`config.mk`:
```
export PLATFORM = sky130hd
export DESIGN_NAME = gpu_host_driver
export DESIGN_NICKNAME = d
export VERILOG_FILES = /design/src/rtl/gpu_host_driver.sv
export SDC_FILE = /design/constraint.sdc
export NUM_CORES = 1
export LEC_CHECK = 0
export ABC_AREA = 1
export CAP_MARGIN = 20
export CORE_MARGIN = 2
export CORE_UTILIZATION = 51
export CTS_BUF_LIST = sky130_fd_sc_hd__clkbuf_16
export DETAILED_ROUTE_END_ITERATION = 8
export HOLD_SLACK_MARGIN = 0.12
export PLACE_DENSITY = 0.86
export SLEW_MARGIN = 10
export SYNTH_ARGS = -nofsm -noshare
export SYNTH_HDL_FRONTEND = slang
export SYNTH_SLANG_ARGS = --single-unit
```
`constraint.sdc`:
```
create_clock -name clk -period 2.4 [get_ports clk]
set_input_delay 0.6 -clock clk [delete_from_list [all_inputs] [get_ports clk]]
set_output_delay 0.6 -clock clk [all_outputs]
set_load 0.02 [all_outputs]
```
`src/rtl/gpu_host_driver.sv`:
```
// Host initiator for the card command port: turns write/read/launch requests into instr/arg sequences.
// Latency: write rsp in C2, read rsp in C(RD_LATENCY+1), launch rsp one cycle after halt rises.
// Backpressure: cmd_ready only while idle; rsp is a single-beat pulse with no backpressure.
module gpu_host_driver #(
    parameter int RD_LATENCY     = 2,
    parameter int TIMEOUT_CYCLES = 1000
) (
    input  logic        clk,
    input  logic        rst,
    input  logic        cmd_valid,
    output logic        cmd_ready,
    input  logic [1:0]  cmd_op,
    input  logic [31:0] cmd_addr,
    input  logic [31:0] cmd_data,
    output logic        rsp_valid,
    output logic [31:0] rsp_data,
    output logic        rsp_err,
    output logic [31:0] cpu_recv_instr,
    output logic [31:0] cpu_in_data,
    input  logic [31:0] cpu_out_data,
    input  logic        gpu_halt
);

    typedef enum logic [2:0] {
        IDLE, ISSUE, WR_DATA, RD_WAIT, LN_LOW, LN_HIGH, RESP
    } state_t;

    typedef struct packed {
        logic [1:0]  op;
        logic [31:0] data;
    } req_t;

    localparam logic [1:0]  OP_WR  = 2'd0;
    localparam logic [1:0]  OP_RD  = 2'd1;
    localparam logic [1:0]  OP_RSV = 2'd3;
    localparam logic [31:0] RD_LAT = 32'(RD_LATENCY);
    localparam logic [31:0] TO_LIM = 32'(TIMEOUT_CYCLES);

    state_t      state_q, state_d;
    req_t        req_q, req_d;
    logic [31:0] cnt_q, cnt_d;
    logic        rsp_valid_q, rsp_valid_d;
    logic        rsp_err_q, rsp_err_d;
    logic [31:0] rsp_data_q, rsp_data_d;
    logic [31:0] instr_q, instr_d;
    logic [31:0] in_data_q, in_data_d;

    always_comb begin
        state_d     = state_q;
        req_d       = req_q;
        cnt_d       = cnt_q;
        rsp_valid_d = 1'b0;
        rsp_err_d   = 1'b0;
        rsp_data_d  = 32'd0;
        instr_d     = 32'd0;
        in_data_d   = 32'd0;

        case (state_q)
            IDLE: begin
                if (cmd_valid) begin
                    req_d.op   = cmd_op;
                    req_d.data = cmd_data;
                    if (cmd_op == OP_RSV) begin
                        // Reserved ops never reach the card; answer with an error at once.
                        state_d     = RESP;
                        rsp_valid_d = 1'b1;
                        rsp_err_d   = 1'b1;
                    end else begin
                        state_d   = ISSUE;
                        instr_d   = {30'd0, cmd_op} + 32'd1;
                        in_data_d = cmd_addr;
                    end
                end
            end
            ISSUE: begin
                cnt_d = 32'd1;
                case (req_q.op)
                    OP_WR: begin
                        state_d   = WR_DATA;
                        in_data_d = req_q.data;
                    end
                    OP_RD:   state_d = RD_WAIT;
                    default: state_d = LN_LOW;
                endcase
            end
            WR_DATA: begin
                state_d     = RESP;
                rsp_valid_d = 1'b1;
            end
            RD_WAIT: begin
                cnt_d = cnt_q + 32'd1;
                if (cnt_q == RD_LAT) begin
                    state_d     = RESP;
                    rsp_valid_d = 1'b1;
                    rsp_data_d  = cpu_out_data;
                end
            end
            LN_LOW: begin
                cnt_d = cnt_q + 32'd1;
                if (cnt_q == TO_LIM) begin
                    state_d     = RESP;
                    rsp_valid_d = 1'b1;
                    rsp_err_d   = 1'b1;
                    rsp_data_d  = TO_LIM;
                end else if (!gpu_halt) begin
                    state_d = LN_HIGH;
                end
            end
            LN_HIGH: begin
                cnt_d = cnt_q + 32'd1;
                // Completion is checked first so a halt on the limit cycle still succeeds.
                if (gpu_halt) begin
                    state_d     = RESP;
                    rsp_valid_d = 1'b1;
                    rsp_data_d  = cnt_q;
                end else if (cnt_q == TO_LIM) begin
                    state_d     = RESP;
                    rsp_valid_d = 1'b1;
                    rsp_err_d   = 1'b1;
                    rsp_data_d  = TO_LIM;
                end
            end
            RESP:    state_d = IDLE;
            default: state_d = IDLE;
        endcase
    end

    always_ff @(posedge clk) begin
        if (rst) begin
            state_q     <= IDLE;
            req_q       <= '0;
            cnt_q       <= 32'd0;
            rsp_valid_q <= 1'b0;
            rsp_err_q   <= 1'b0;
            rsp_data_q  <= 32'd0;
            instr_q     <= 32'd0;
            in_data_q   <= 32'd0;
        end else begin
            state_q     <= state_d;
            req_q       <= req_d;
            cnt_q       <= cnt_d;
            rsp_valid_q <= rsp_valid_d;
            rsp_err_q   <= rsp_err_d;
            rsp_data_q  <= rsp_data_d;
            instr_q     <= instr_d;
            in_data_q   <= in_data_d;
        end
    end

    assign cmd_ready      = (state_q == IDLE);
    assign rsp_valid      = rsp_valid_q;
    assign rsp_err        = rsp_err_q;
    assign rsp_data       = rsp_data_q;
    assign cpu_recv_instr = instr_q;
    assign cpu_in_data    = in_data_q;

endmodule

```
==> flow_summary.ini, run 1 <==
[detailed_routing]
ant_nets = 0
drc_errors = 0
drt_pass1_iterations = 5
vias = 6549
drt-initial-drc-count = 660
vias_per_cell = 5.32
post_drt_wl_per_cell_um = 14.9
drt_wl_total_mm = 18.4

[outcome]
status = complete, no violations

[placement]
dp_hpwl_mm = 12.9
portBuffers = 171
place_area_sq_mm = 0.00822
place_congestion = 0.940
dp.cells = 1200

[floorplanning]
die_h_um = 116
die_w_um = 116
start_util_pct = 51.8
fp.coreArea_sq_mm = 0.0125
rows = 41
die_area_sq_mm = 0.0136
io_pins = 201

[critical_path]
start_kind = register
worst-path-max-fanout = 5
crit_arrival_ns = 1.62
worstSetupPathType = reg -> out
rrSetupSlack_ns = 0.46
r2r_start = cnt_q[1]
crit_required_ns = 1.80
worstReg2RegEnd = rsp_data[22]
rr_worst_depth = 8
crit_path_end_kind = primary output

[grt]
grt_pass1_vias = 6031
antenna_found_initial = 0
grt_overflow = 0
grt_max_degree = 49
grt_pass1_wl_mm = 28.8
grt_usage_pct = 27.0

[timing]
tns_ns = 0
rsz0062_at_grt = false
finalSetupViolCount = 0
period_share_pct = 92.4
slew_violations = 0
whs_ns = 0.466
hold_violations = 0
fin_skew_ns = 0.0107
finalCriticalPeriod_ns = 2.22
fmax_mhz = 451

[finish]
fin_nets = 1153
diodes = 0
postLayoutCellArea_sq_mm = 0.00875
utilization_pct = 70.2
layout-area-overhead-vs-synth_pct = 35.6
final_cells = 1232
fill_cells = 1009
drive_above_1_share_pct = 9.34
layout_common_cells = nand2_1, clkdlybuf4s50_1, dfxtp_1, nand3_1, nor2_1
final_common_cell = nand2_1

[job]
maxCapViolCount = 0

[cts]
numCtsBuffers = 17
clk_transition_reported_paths_ns = 0.06
clockBufferDepth = 2
cts-root-buf = clkbuf_16
cts_tree = done
cts_max_level = 4
worstSkewPairLatency_ns = 0.42
cts_setup_buffers = 0
clkSinkCount = 138

[synth]
synth_area_sq_mm = 0.00645
synth_cell_types = 40
synth_warnings = 0
syn_avg_cell_area_sq_um = 7.29
yosysSeqAreaShare_pct = 42.8
synthCells = 885
synth-seq-cells = 138

[min_path]
worstHoldPathCells = 2
hold_path_startpoint = req_q[25]
hold_path.class = reg -> reg
whs_endpoint = req_q[25]

[power_and_ir_drop]
leakage_nw = 3.27
powerDensity_mw_per_mm2 = 811
worst_ir_drop_vdd_mv = 0.555
## worst max-delay path by stage
stage	start	end	slack, ns	cells after the start
global placement	cmd_op[0]	cpu_in_data[16]	0.35	6
CTS	state_q[1]	cmd_ready	0.17	4
finish	state_q[1]	cmd_ready	0.18	4
global route	state_q[1]	cmd_ready	0.06	4
floorplan	state_q[1]	cmd_ready	0.82	4
detailed placement	cmd_op[0]	cpu_in_data[16]	0.31	6
## power breakdown
part | switching, mW | leakage (nW) | total [mW] | internal (mW)
combinational | 1.29 | 1.89 | 2.05 | 0.757
clock | 0.984 | 0.266 | 2.38 | 1.40
sequential | 0.147 | 1.12 | 2.67 | 2.52
## sequential cells by signal, summed over array words and instances, names as in the netlist
name	cells
req_q	34
cnt_q	32
cpu_in_data	32
rsp_data	32
cpu_recv_instr	3
state_q	3
rsp_err	1
rsp_valid	1
## cell usage after synthesis (all sizes together)
| master | n | area [sq um] |
|---|---|---|
| ha | 4 | 50.1 |
| nand3 | 95 | 485 |
| o21bai | 2 | 18.8 |
| nand2 | 208 | 808 |
| nand4 | 6 | 37.5 |
| a211oi | 1 | 7.51 |
| and3 | 1 | 6.26 |
| dfxtp | 138 | 2760 |
| nor3 | 21 | 140 |
| o21ai | 23 | 115 |
| a32o | 1 | 10.0 |
| clkbuf | 17 | 63.8 |
| a311oi | 1 | 8.76 |
| a21oi | 80 | 400 |
| nor2 | 101 | 462 |
| o211ai | 1 | 7.51 |
| clkinv | 2 | 7.51 |
| a221oi | 4 | 35.0 |
| inv | 66 | 248 |
| a31oi | 7 | 43.8 |
| xor2 | 1 | 8.76 |
| buf | 59 | 395 |
| nand3b | 1 | 7.51 |
| a21o | 1 | 7.51 |
| conb | 1 | 3.75 |
| o22ai | 6 | 37.5 |
| a22oi | 34 | 255 |
| nor4 | 3 | 18.8 |
## area by class of cell
cell class	count	area [sq um]	share of cell area (%)
Multi-Input combinational cell	632	3100	35.4
Sequential cell	138	2760	31.6
Timing Repair Buffer	190	1890	21.5
Clock buffer	17	425	4.86
Inverter	68	255	2.92
Tap cell	172	215	2.46
Clock inverter	15	111	1.27
## through the flow
| stage | power (mW) | setup WS (ns) |
|---|---|---|
| floorplan | 4.00 | 0.822 |
| global placement | 4.69 | 0.347 |
| finish | 7.10 | 0.183 |
| global route | 7.42 | 0.0559 |
| CTS | 7.10 | 0.175 |
| detailed placement | 4.73 | 0.306 |
## critical path, stage by stage (launching register included)
cell and delay, ns:
dfxtp_1 0.36, nor2_1 0.17, nand2_1 0.17, inv_2 0.13, dlygate4sd2_1 0.37
## cells by family (layout without fill, tap and decap cells)
kind of cell / after synthesis / in the layout / synth area share [%]
AO/OA/AOI/OAI: 161 / 161 / 14.7
XOR/XNOR: 1 / 1 / 0.136
adder cells (fa/ha/maj): 4 / 4 / 0.776
buffers and inverters: 144 / 290 / 11.1
flip-flops: 138 / 138 / 42.8
other: 1 / 30 / 0.0581
AND/OR/NAND/NOR: 436 / 436 / 30.5
## repair_timing
| item | 4_1_cts | 5_1_grt |
|---|---|---|
| setup endpoints to repair | 1 | 0 |
| hold buffers | 0 | 0 |
| resized for setup | 1 | 0 |
## layer usage
metal | track usage, % | up-vias | part of all wire, %
met5 | 0 | - | 0
met4 | 9.21 | 0 | 1.8
met3 | 7.58 | 30 | 8.7
met2 | 43.4 | 319 | 47
met1 | 35.1 | 2996 | 43
li1 | - | 3204 | -
(Power assumes the default switching activity.)
==> inputs of run 2 (changes only) <==
--- a/config.mk
+++ b/config.mk
@@ -8,2 +8,3 @@
 export ABC_AREA = 1
+export ABC_CLOCK_PERIOD_IN_PS = 2400
 export CAP_MARGIN = 20
==> constraint.sdc (replaced) <==
create_clock -name clk -period 2.4 [get_ports clk]
set_input_delay 0.48 -clock clk [delete_from_list [all_inputs] [get_ports clk]]
set_output_delay 0.48 -clock clk [all_outputs]
set_load 0.02 [all_outputs]
==> run 2 against run 1 <==
  * Clock power rose by 6%
  * Wire length rose by 0.79%
  * Non-clock buffer count fell by 5
  * Worst setup slack gained 0.21 ns
  * First-iteration DRC count decreased by 9.8%
  * Sequential power barely moved
  * Design area hardly changed
  * Die area unchanged
  * Hold slack worse by 0.016 ns
  * Register-to-register slack improved by 0.02 ns
  * Total power up 1.9%
  * Largest cell class unchanged
  * Highest routed layer unchanged
==> flow_summary.ini, run 2 (synthesis results as in run 1) <==
[min_path]
hold_path_startpoint = rst
whs_endpoint = cpu_in_data[4]
worstHoldPathCells = 2
hold_path.class = in -> reg

[cts]
cts_max_level = 4
clk_transition_reported_paths_ns = 0.06
clockBufferDepth = 2
cts-root-buf = clkbuf_16
numCtsBuffers = 17
postCtsHoldBufs = 0
post_cts_resized = 0
clkSinkCount = 138
cts_setup_buffers = 0
worstSkewPairLatency_ns = 0.43
cts_tree = done

[detailed_routing]
drc_errors = 0
ant_nets = 0
drt-initial-drc-count = 595
post_drt_wl_per_cell_um = 15.1
vias_per_cell = 5.36
drt_pass1_iterations = 7
drt_wl_total_mm = 18.5
vias = 6573

[timing]
hold_violations = 0
slew_violations = 0
finalSetupViolCount = 0
whs_ns = 0.451
finalCriticalPeriod_ns = 2.01
fin_skew_ns = 0.00832
layout_setup_ws_ns = 0.392
tns_ns = 0
relSlewSlack_pct = 59.3
worstMarginPinSlew_ns = 0.610
fmax_mhz = 498
rsz0062_at_grt = false
period_share_pct = 83.7

[power_and_ir_drop]
seqPwrFrac_pct = 36.9
powerDensity_mw_per_mm2 = 827
pwr-share-comb_pct = 28.2
p_clk_share_pct = 34.9
worst_ir_drop_vdd_mv = 0.545
switching_share_pct = 36.0
leakage_nw = 3.27
power.internal_mw = 4.63
switching_power_mw = 2.61

[placement]
post-place-ws_ns = 0.226
portBuffers = 171
place_congestion = 0.904
dp.cells = 1195
dp_hpwl_mm = 12.6

[finish]
drive_above_1_share_pct = 9.29
top_register = req_q
largest_reg_flops = 34
final_common_cell = nand2_1
layout_common_cells = nand2_1, clkdlybuf4s50_1, dfxtp_1, nand3_1, nor2_1
fin_nets = 1148
layout-area-overhead-vs-synth_pct = 35.7
diodes = 0
fill_cells = 992
multi_input_area_sq_mm = 0.00310
ff_latch_area_sq_mm = 0.00276
final_cells = 1227

[floorplanning]
fp.coreArea_sq_mm = 0.0125
die_w_um = 116
start_util_pct = 51.8
die_area_sq_mm = 0.0136
die_h_um = 116
rows = 41
io_pins = 201

[critical_path]
start_kind = register
r2r_start = cnt_q[1]
slowest_delay_ns = 0.36
crit_required_ns = 1.92
worstSetupPathType = reg -> out
worst_path_max_delay_cell = dfxtp_1
worst-path-max-fanout = 5
worstReg2RegEnd = rsp_data[6]
rr_worst_depth = 8
rrSetupSlack_ns = 0.48
cp_cell_sequence = nor2_1 > nand2_1 > inv_2 > dlymetal6s2s_1
crit_path_end_kind = primary output
crit_arrival_ns = 1.53

[grt]
grt_pass1_vias = 5968
grt_max_degree = 59
grt_overflow = 0
grt_pass1_wl_mm = 28.8
antenna_found_initial = 0
grt_usage_pct = 27.1

[outcome]
status = complete, no violations

[job]
maxCapViolCount = 0
[run 2: cell count changes in the layout (fill, tap and decap cells not counted), moves of 2 or more]
cell	delta
inv_8	+3
clkinv_1	-3
buf_4	-5
clkinvlp_4	-2
inv_6	+8
clkinv_2	-5
[run 2: cell type report]
| type | instances | area share, % |
|---|---|---|
| Multi-Input combinational cell | 632 | 35.4 |
| Sequential cell | 138 | 31.6 |
| Timing Repair Buffer | 185 | 21.2 |
| Clock buffer | 17 | 4.86 |
| Inverter | 68 | 2.92 |
| Tap cell | 172 | 2.46 |
| Clock inverter | 15 | 1.67 |
[run 2: through the flow]
stage	util [%]	power (mW)	area (sq um)
3_3_place_gp	65.6	4.65	8180
3_5_place_dp	65.6	4.69	8180
5_1_grt	70.2	7.52	8750
6_report	70.2	7.23	8750
2_1_floorplan	-	4.00	6560
4_1_cts	70.2	7.22	8750
[run 2: how the worst max path moves through the flow]
stage,from,end,slack [ns],depth (start not counted)
floorplan,cnt_q[1],cnt_q[22],0.90,10
global placement,cmd_op[0],cpu_in_data[22],0.31,6
detailed placement,cmd_op[0],cpu_in_data[9],0.23,6
CTS,state_q[1],cmd_ready,0.01,4
global route,state_q[2],cmd_ready,0.32,4
finish,state_q[2],cmd_ready,0.39,4
[run 2: power by group through the flow]
| stage | clock network (mW) | logic, mW | registers [mW] |
|---|---|---|---|
| 2_1_floorplan | 0 | 1.22 | 2.78 |
| 3_3_place_gp | 0 | 1.94 | 2.71 |
| 3_5_place_dp | 0 | 1.98 | 2.71 |
| 4_1_cts | 2.54 | 2.01 | 2.66 |
| 5_1_grt | 2.63 | 2.20 | 2.69 |
| 6_report | 2.53 | 2.04 | 2.67 |
[run 2: per-layer routing]
layer  share of wire [%]  GRT usage [%]  vias to the layer above
met5                   0              0                        -
met4                 2.3           9.60                        0
met3                 8.2           6.43                       38
met2                  47           43.6                      313
met1                  42           35.7                     3024
li1                    -              -                     3198
[run 2: critical path, delay by kind of cell (launching register included)]
kind	cells	cell delay (ns)
flops	1	0.36
simple gates	2	0.41
buf+inv	2	0.34
==> RTL edit (flow settings as in run 2) <==
Re-encode `state_t` (7 states) as one-hot, 7 bits wide.
--- a/src/rtl/gpu_host_driver.sv
+++ b/src/rtl/gpu_host_driver.sv
@@ -21,8 +21,8 @@
     input  logic        gpu_halt
 );
 
-    typedef enum logic [2:0] {
-        IDLE, ISSUE, WR_DATA, RD_WAIT, LN_LOW, LN_HIGH, RESP
+    typedef enum logic [6:0] {
+        IDLE = 7'b0000001, ISSUE = 7'b0000010, WR_DATA = 7'b0000100, RD_WAIT = 7'b0001000, LN_LOW = 7'b0010000, LN_HIGH = 7'b0100000, RESP = 7'b1000000
     } state_t;
 
     typedef struct packed {
Function: same outputs for any inputs over 10 cycles, from zero or initial values and one cycle with rst high; not proved beyond that.
==> RTL edit against run 2 <==
Setup slack worse by 0.15 ns; largest power group unchanged; synthesized area down 1.2%; sequential cell count rose by 4; wire length down 4.0%; power decreased by 2.7%; highest routed layer unchanged; final cell count rose by 0.81%; design area down 1.4%; critical endpoint unchanged; hold slack improved by 0.011 ns.
==> RTL edit: results (changes against run 2) <==
Synthesis
  – Number of distinct library cell variants in the gate-level netlist after synthesis: 40 (unchanged)
  – Share of synthesized area spent on multiplexers: 0 (unchanged)
  – Adder and majority cell fraction of the synthesized area: 0.00785 (+0.0000975)
  – Sequential fraction of the synthesis area: 0.446 (+0.0179)
  – Area fraction in compound gates after synthesis: 0.122 (-0.0253)
  – Fraction of synthesized cell area in xor and xnor cells: 0.00275 (+0.00139)
  – Average cell area after synthesis: 7.07 sq um (-3.0%)
  – FFs w/ async S/R, synth: 0 (unchanged)
  – Synth cell count leaders: sky130_fd_sc_hd__nand2_1, sky130_fd_sc_hd__dfxtp_1, sky130_fd_sc_hd__a21oi_1
  – Syn. warnings: 0 (unchanged)
  – Synth top area cells: sky130_fd_sc_hd__dfxtp_1, sky130_fd_sc_hd__nand2_1, sky130_fd_sc_hd__a21oi_1

Critical path
  – CP delay by family, top: buffers and inverters
  – CP Data Arrival Time: 1.67 ns (+0.14 ns)
  – Cell at the slowest stage of the critical path: sky130_fd_sc_hd__dlygate4sd2_1

Cells and area
  – Largest register by flop count: req_q
  – Antenna diode instance count: 0 (unchanged)
  – Proportion of layout cells with a drive suffix above 1: 0.0683 (-0.0246)
  – Fill count: 995 (+0.30%)

GRT
  – Pin count of the biggest net entering global routing: 69 (+17%)
  – Overall routing resource usage: 0.266 (-0.00487)
  – Via count of the first global-routing pass: 5870 (-1.6%)
  – First-pass GRT wire length: 28100 microns (-2.6%)

Clocking
  – Post-CTS setup buffer count: 0 (unchanged)
  – Cts repair resizes: 1 (+1)
  – Source-to-sink clock delay at the later pin of the worst-skew pair: 0.44 ns

Placed design
  – Detailed placement HPWL: 12000 microns (-5.1%)
  – Placed cell count: 1205 (+0.84%)
  – GPL Wtd Cong: 0.951 (+5.1%)

Routing
  – Violation count after the first detailed-routing iteration: 585 (-1.7%)
  – Detailed-route wire length: 17800 microns (-4.0%)
  – Drt wl/cell: 14.4 microns (-4.7%)
  – DR pass1 iterations: 6 (-1)
  – Vias after detailed routing: 6481 (-1.4%)

Power and ir drop
  – Highest ir drop seen on vdd: 0.602 mV (+10%)
  – P_leak: 3.10 nW (-5.1%)

Min path
  – Type of the tightest min-delay check: reg -> reg

STA
  – Final clock skew: 0.0121 ns (+0.00376 ns)
  – Worst max-slew margin expressed relative to the limit: 0.489 (-0.103)

Run status
  – Run status: complete, no violations

Job
  – Number of max-cap violations: 0 (unchanged)
## RTL edit: cell type report
class / instances / area [sq um] / area share
inverters: 52 / 195 / 0.0226
clock buffers: 17 / 425 / 0.0493
well taps: 168 / 210 / 0.0243
repair buffers: 185 / 1810 / 0.210
clock inverters: 15 / 160 / 0.0185
flip-flops and latches: 142 / 2840 / 0.329
multi-input cells: 658 / 2990 / 0.346
## RTL edit: layer usage
metal  track usage  share of wire  vias to the layer above
met4         0.109          0.023                        0
met3        0.0601          0.070                       36
met1         0.347           0.43                     3001
met5             0              0                        -
met2         0.429           0.48                      261
li1              -              -                     3183
## RTL edit: tightest hold or removal path, delay by kind of cell (launching register included)
kind / cells / cell delay (ns)
AOI/OAI and AO/OA: 1 / 0.05
DFF: 1 / 0.31
and+or+nand+nor: 1 / 0.06
## RTL edit: logic make-up (layout without fill, tap and decap cells)
logic type,after synthesis,count (layout)
AND/OR/NAND/NOR,472,472
other,1,30
adder cells (fa/ha/maj),4,4
XOR/XNOR,2,2
AO/OA/AOI/OAI,150,150
buffers and inverters,130,269
flip-flops,142,142
## RTL edit: power breakdown
part / switching, mW / internal, mW
Sequential: 0.120 / 2.59
Combinational: 1.12 / 0.608
Clock: 1.07 / 1.54
Total: 2.30 / 4.74
## RTL edit: final timing paths
kind	start	to	slack, ns	depth (start not counted)
setup reg to reg	state_q[4]$_SDFFE_PP0P_	cnt_q[17]$_SDFFE_PP0P_	0.36	10
hold / removal	req_q[23]$_SDFFE_PP0P_	cpu_in_data[23]$_SDFF_PP0_	0.46	2
setup / recovery	state_q[2]$_SDFFE_PP0P_	cmd_ready	0.25	4
hold reg to reg	req_q[23]$_SDFFE_PP0P_	cpu_in_data[23]$_SDFF_PP0_	0.46	2
## RTL edit: through the flow
step                instance area (sq um)   util  worst slack, ns
finish                               8630  0.713            0.245
global route                         8630  0.713           0.0865
CTS                                  8630  0.713            0.237
detailed placement                   8050  0.665            0.397
global placement                     8050  0.665            0.450
floorplan                            6480      -            0.852
